## src/rtl/run_monitor.sv

```systemverilog
// run_monitor: run controller placed beside the single-cycle MIPS CPU.
// Watches retired PCs and halts the CPU on an instruction-count limit, a
// self-loop (the same PC retiring repeatedly) or a PC outside the text window.
// Once halted it streams one dump beat per cycle: every register, then a
// window of data-memory words, and finally raises a sticky done.
//
// Ports
//   clk          clock, rising edge
//   rst          asynchronous active-low reset
//   retire, pc   retired-instruction strobe and its PC
//   halt         freeze request to the CPU (PC/RF/DM writes)
//   rf_raddr     register-file dump read address   / rf_rdata its data
//   dm_raddr     data-memory dump byte address     / dm_rdata its data
//   dump_valid, dump_kind (0 reg, 1 mem), dump_index, dump_data: dump beat
//   done         dump complete, sticky until reset
//   halt_cause   00 none, 01 count limit, 10 self-loop, 11 bad PC
//   inst_count   retired instruction count (saturating)
module run_monitor #(
  parameter int unsigned MAX_INST    = 40,
  parameter int unsigned LOOP_THRESH = 4,
  parameter logic [31:0] TEXT_BASE   = 32'h0000_3000,
  parameter int unsigned TEXT_WORDS  = 1024,
  parameter int unsigned REG_NUM     = 32,
  parameter logic [31:0] DUMP_BASE   = 32'd80,
  parameter int unsigned DUMP_WORDS  = 2
) (
  input  logic        clk,
  input  logic        rst,
  input  logic        retire,
  input  logic [31:0] pc,
  output logic        halt,
  output logic [4:0]  rf_raddr,
  input  logic [31:0] rf_rdata,
  output logic [31:0] dm_raddr,
  input  logic [31:0] dm_rdata,
  output logic        dump_valid,
  output logic        dump_kind,
  output logic [7:0]  dump_index,
  output logic [31:0] dump_data,
  output logic        done,
  output logic [1:0]  halt_cause,
  output logic [31:0] inst_count
);

  typedef enum logic [1:0] {S_RUN, S_DUMP_RF, S_DUMP_DM, S_DONE} state_t;

  // 33-bit end address so a window reaching the top of memory cannot wrap
  localparam logic [32:0] TEXT_END = {1'b0, TEXT_BASE} + 33'(TEXT_WORDS) * 33'd4;
  localparam logic [7:0]  RF_LAST  = 8'(REG_NUM - 1);
  localparam logic [7:0]  DM_LAST  = 8'(DUMP_WORDS - 1);

  state_t      state_q, state_d;
  logic [7:0]  idx_q, idx_d;
  logic [31:0] inst_count_q, inst_count_d;
  logic [31:0] loop_cnt_q, loop_cnt_d;
  logic [31:0] last_pc_q, last_pc_d;
  logic        last_vld_q, last_vld_d;
  logic [1:0]  cause_q, cause_d;
  logic [4:0]  rf_raddr_q, rf_raddr_d;
  logic [31:0] dm_raddr_q, dm_raddr_d;

  logic [31:0] new_count;
  logic [31:0] new_loop;
  logic        bad_pc;

  always_comb begin
    state_d      = state_q;
    idx_d        = idx_q;
    inst_count_d = inst_count_q;
    loop_cnt_d   = loop_cnt_q;
    last_pc_d    = last_pc_q;
    last_vld_d   = last_vld_q;
    cause_d      = cause_q;
    rf_raddr_d   = 5'd0;
    dm_raddr_d   = 32'd0;

    new_count = (inst_count_q == 32'hFFFF_FFFF) ? inst_count_q : inst_count_q + 32'd1;
    // last_vld keeps the very first retire from matching the reset value of last_pc
    new_loop  = (last_vld_q && (pc == last_pc_q)) ? loop_cnt_q + 32'd1 : 32'd0;
    bad_pc    = ({1'b0, pc} < {1'b0, TEXT_BASE}) || ({1'b0, pc} >= TEXT_END) ||
                (pc[1:0] != 2'b00);

    case (state_q)
      S_RUN: begin
        if (retire) begin
          inst_count_d = new_count;
          loop_cnt_d   = new_loop;
          last_pc_d    = pc;
          last_vld_d   = 1'b1;
          if (bad_pc)
            cause_d = 2'b11;
          else if ((MAX_INST != 0) && (new_count == 32'(MAX_INST)))
            cause_d = 2'b01;
          else if (new_loop == 32'(LOOP_THRESH))
            cause_d = 2'b10;
          if (cause_d != 2'b00) begin
            state_d = S_DUMP_RF;
            idx_d   = 8'd0;
          end
        end
      end
      S_DUMP_RF: begin
        if (idx_q == RF_LAST) begin
          idx_d = 8'd0;
          if (DUMP_WORDS == 0) begin
            state_d = S_DONE;
          end else begin
            state_d    = S_DUMP_DM;
            dm_raddr_d = DUMP_BASE;
          end
        end else begin
          idx_d      = idx_q + 8'd1;
          rf_raddr_d = 5'(idx_q + 8'd1);
        end
      end
      S_DUMP_DM: begin
        if (idx_q == DM_LAST) begin
          state_d = S_DONE;
          idx_d   = 8'd0;
        end else begin
          idx_d      = idx_q + 8'd1;
          dm_raddr_d = dm_raddr_q + 32'd4;
        end
      end
      default: ;
    endcase
  end

  always_ff @(posedge clk or negedge rst) begin
    if (!rst) begin
      state_q      <= S_RUN;
      idx_q        <= 8'd0;
      inst_count_q <= 32'd0;
      loop_cnt_q   <= 32'd0;
      last_pc_q    <= 32'd0;
      last_vld_q   <= 1'b0;
      cause_q      <= 2'b00;
      rf_raddr_q   <= 5'd0;
      dm_raddr_q   <= 32'd0;
    end else begin
      state_q      <= state_d;
      idx_q        <= idx_d;
      inst_count_q <= inst_count_d;
      loop_cnt_q   <= loop_cnt_d;
      last_pc_q    <= last_pc_d;
      last_vld_q   <= last_vld_d;
      cause_q      <= cause_d;
      rf_raddr_q   <= rf_raddr_d;
      dm_raddr_q   <= dm_raddr_d;
    end
  end

  // Outputs decode from registered state only, so reset zeroes them at once.
  always_comb begin
    halt       = (state_q != S_RUN);
    done       = (state_q == S_DONE);
    dump_valid = (state_q == S_DUMP_RF) || (state_q == S_DUMP_DM);
    dump_kind  = (state_q == S_DUMP_DM);
    dump_index = dump_valid ? idx_q : 8'd0;
    dump_data  = 32'd0;
    if (state_q == S_DUMP_RF)
      dump_data = (idx_q == 8'd0) ? 32'd0 : rf_rdata;  // $zero reads as 0
    else if (state_q == S_DUMP_DM)
      dump_data = dm_rdata;
    rf_raddr   = rf_raddr_q;
    dm_raddr   = dm_raddr_q;
    halt_cause = cause_q;
    inst_count = inst_count_q;
  end

endmodule

```

## config.mk

```make
export PLATFORM = sky130hd
export DESIGN_NAME = run_monitor
export DESIGN_NICKNAME = d
export VERILOG_FILES = /design/src/rtl/run_monitor.sv
export SDC_FILE = /design/constraint.sdc
export NUM_CORES = 1
export LEC_CHECK = 0
export BUFFER_PORTS_ARGS = -buffer_cell sky130_fd_sc_hd__buf_2
export CORE_MARGIN = 10
export CORE_UTILIZATION = 50
export CTS_CLUSTER_DIAMETER = 30
export DETAILED_ROUTE_END_ITERATION = 12
export PLACE_DENSITY = 0.75
export REMOVE_ABC_BUFFERS = 1
export SYNTH_ARGS = -nofsm -noshare
export SYNTH_HDL_FRONTEND = slang
export SYNTH_SLANG_ARGS = --single-unit
```

## constraint.sdc

```tcl
create_clock -name clk -period 4.5 [get_ports clk]
set_input_delay 0.225 -clock clk [delete_from_list [all_inputs] [get_ports clk]]
set_output_delay 0.225 -clock clk [all_outputs]
set_load 0.03 [all_outputs]
```

==> run_results.csv <==
group,metric,value,unit
status,run_status,"finished clean",
placement,dpl.hpwl,18700,um
critical_path,end_kind,"flop",
routing,routedWlPerCell,17.5,um
synth,synth_ff_type,"dfrtp_1",
power,p_leak,5.05,nW
critical_path,reg2reg_slack,0.58,ns
cells_and_area,antenna_cells,0,
cells_and_area,final_layout_size_suffix_gt1_frac,0.223,
critical_path,cp.required,4.80,ns
clocking,postCtsHoldBufs,4,
critical_path,cp-start-kind,"flop",
synth,netlist_top_cells_area,"dfrtp_1, nand2_1, xnor2_1",
clocking,post_cts_resized,0,
global_routing,grt_start_max_net_pins,99,
clocking,cts_tree,"built",
synth,ys_seq_area_frac,0.396,
min_path,whs_endpoint,"last_pc_q[11]",
power,p_per_area,442,nW/um2
routing,first_pass_iters,6,
sta,period_needed,3.92,ns
sta,drv_slew,0,
clocking,cts_sinks,144,
critical_path,r2r_cells,10,
placement,routabilityCongestion,0.951,
cells_and_area,fin_nets,1342,
routing,antenna_left,0,
sta,fmax,255,MHz
power,ir_drop,339,uV
sta,skew,0.0138,ns
cells_and_area,fin_util,0.610,
clocking,cts-root-buf,"clkbuf_16",
global_routing,antenna_found_initial,0,
sta,setup_viol,0,
sta,slew_headroom,0.195,
global_routing,gr-total-overflow,0,
floorplan,ios,214,
min_path,min_from,"pc[11]",
cells_and_area,multi_input_area,5130,um2
clocking,worstSkewPairLatency,0.43,ns
clocking,cts_setup_buffers,0,
cells_and_area,fillers,1610,
floorplan,dieArea,24000,um2
routing,via_count,8526,
routing,drcViolationCount,0,
synth,synth_top_area_frac,0.396,
critical_path,crit_slowest_cell,"nor4b_2",
clocking,cts_buffer_depth,2,
global_routing,grt_util_all_layers,0.209,
sta,fin_crit_sh,0.872,
clocking,cts_buffers,17,
synth,syn_avg_cell_area,8.60,um2
floorplan,initial_core_util,0.508,
floorplan,rows,49,
critical_path,cp_max_fo,9,
global_routing,grt_pass1_wl,42400,um
sta,hold_viol,0,
sta,tightest_slew,1.20,ns
synth,async_flop_share,1.00,
critical_path,path_cells,"ha_1 > nand3_2 > nor2_1 > nor4b_2 > nand4_1 > o2bb2a_1 > or4b_4 > o2111a_2 > or2_1 > o41ai_1",
floorplan,die_y,155,um
routing,drt_iter0_markers,693,
sta,holdWs,0.0104,ns
global_routing,grt_pass1_vias,8306,
synth,syn_inst,1058,
sta,rsz0062_at_grt,"no",
routing,wl,25800,um
synth,synth_most_common_cell,"nand2_1",
critical_path,crit_type,"reg2reg",
synth,synth.yosys.warnings,0,
floorplan,die_w,155,um
critical_path,reg2reg_to,"idx_q[7]",
critical_path,cp.arrival,4.23,ns
synth,synth_area,9100,um2
synth,synth-seq-cells,144,
cells_and_area,area_delta_synth_final,20.1,%
sta,finalSetupTns,0,ns
min_path,hold_depth,3,
clocking,cts-htree-levels,4,
synth,yosysTopAreaCell,"dfrtp_1",
placement,placed_cell_area,10200,um2
cells_and_area,seq_area,3600,um2
clocking,cts.clk_slew.worst_paths,0.07,ns
run,cap_violations,0,
floorplan,core,17900,um2
routing,viasPerCell,5.78,
min_path,hp-class,"in2reg",
synth,ys_types,74,
critical_path,r2r-start,"inst_count[0]",
placement,io_buffers,211,
critical_path,slowest_delay,0.55,ns
synth,synth_common_cells,"nand2_1, dfrtp_1, xnor2_1, nor2_1, nand3_1",
cells_and_area,postLayoutCellArea,10900,um2
synth,synth_edf_count,0,
[metal layers]
layer | GRT usage | routed length (um) | vias to the layer above
li1 | - | - | 4132
met1 | 0.274 | 11500 | 4122
met2 | 0.337 | 12300 | 243
met3 | 0.0513 | 1670 | 29
met4 | 0.0535 | 340 | 0
met5 | 0 | 0 | -
[area by class of cell]
type / instances / area share
Inverter: 21 / 0.00722
Clock inverter: 15 / 0.0223
Timing Repair Buffer: 222 / 0.106
Multi-Input combinational cell: 826 / 0.470
Sequential cell: 144 / 0.330
Tap cell: 229 / 0.0262
Clock buffer: 17 / 0.0389
[critical path, delay by kind of cell, from the launching register on]
kind | cells | cell delay (ns)
simple gates | 6 | 2.10
fa+ha+maj | 1 | 0.25
compound gates | 3 | 1.00
flops | 1 | 0.45
[worst max path at each step]
stage	startpoint	to	slack, ns	cells after the start
2_1_floorplan	inst_count[0]	state_q[1]	0.81	10
3_3_place_gp	inst_count[0]	idx_q[6]	0.78	10
3_5_place_dp	inst_count[0]	idx_q[7]	0.66	10
4_1_cts	inst_count[0]	idx_q[7]	0.63	10
5_1_grt	inst_count[0]	idx_q[7]	0.27	10
6_report	inst_count[0]	idx_q[7]	0.58	10
[metrics by stage]
step	setup WS (ns)	total power [mW]	instances
after floorplan	0.814	2.72	991
after global placement	0.780	3.19	1438
after detailed placement	0.664	3.22	1438
after CTS	0.627	4.86	1474
after global routing	0.268	5.08	1474
final	0.577	4.82	1474
[report_power, final]
group          switching [mW]  leakage, nW  internal [mW]  total (mW)
registers               0.146         1.93           1.47        1.62
logic                    1.06         2.79          0.529        1.58
clock network           0.616        0.326           1.01        1.62
[cell families after synthesis]
kind of cell,synth area share
XOR/XNOR,0.108
multiplexers,0.0127
AO/OA/AOI/OAI,0.141
adder cells (fa/ha/maj),0.0151
buffers and inverters,0.0414
other,0.000412
flip-flops,0.396
AND/OR/NAND/NOR,0.285
[state kept, by name, indices dropped and copies added, names as in the netlist]
signal and count:
dm_raddr 30, halt_cause 2, idx_q 8, inst_count 32
last_pc_q 32, last_vld_q 1, loop_cnt_q 32, rf_raddr 5
state_q 2
[cells in the final DEF (no fill, tap or decap), drive strengths merged, types with 5 or more instances in the layout]
cell type	Yosys	routed
nor2	69	69
bufinv	0	5
or3	7	7
nor2b	9	9
nand4	44	44
a31oi	6	6
nor3	23	23
or2	6	6
nand2b	16	16
o21ai	51	51
and3	25	25
clkbuf	54	17
o31ai	30	30
a21oi	21	21
inv	21	30
or4	6	6
buf	14	218
nand3	59	59
nor4	25	25
o41ai	8	8
dfrtp	144	144
nand2	176	176
and2	13	13
xnor2	74	74
ha	11	11
nor4b	7	7
xor2	38	38
a22o	33	33
mux2i	7	7
and4	13	13
(Power assumes the default switching activity.)
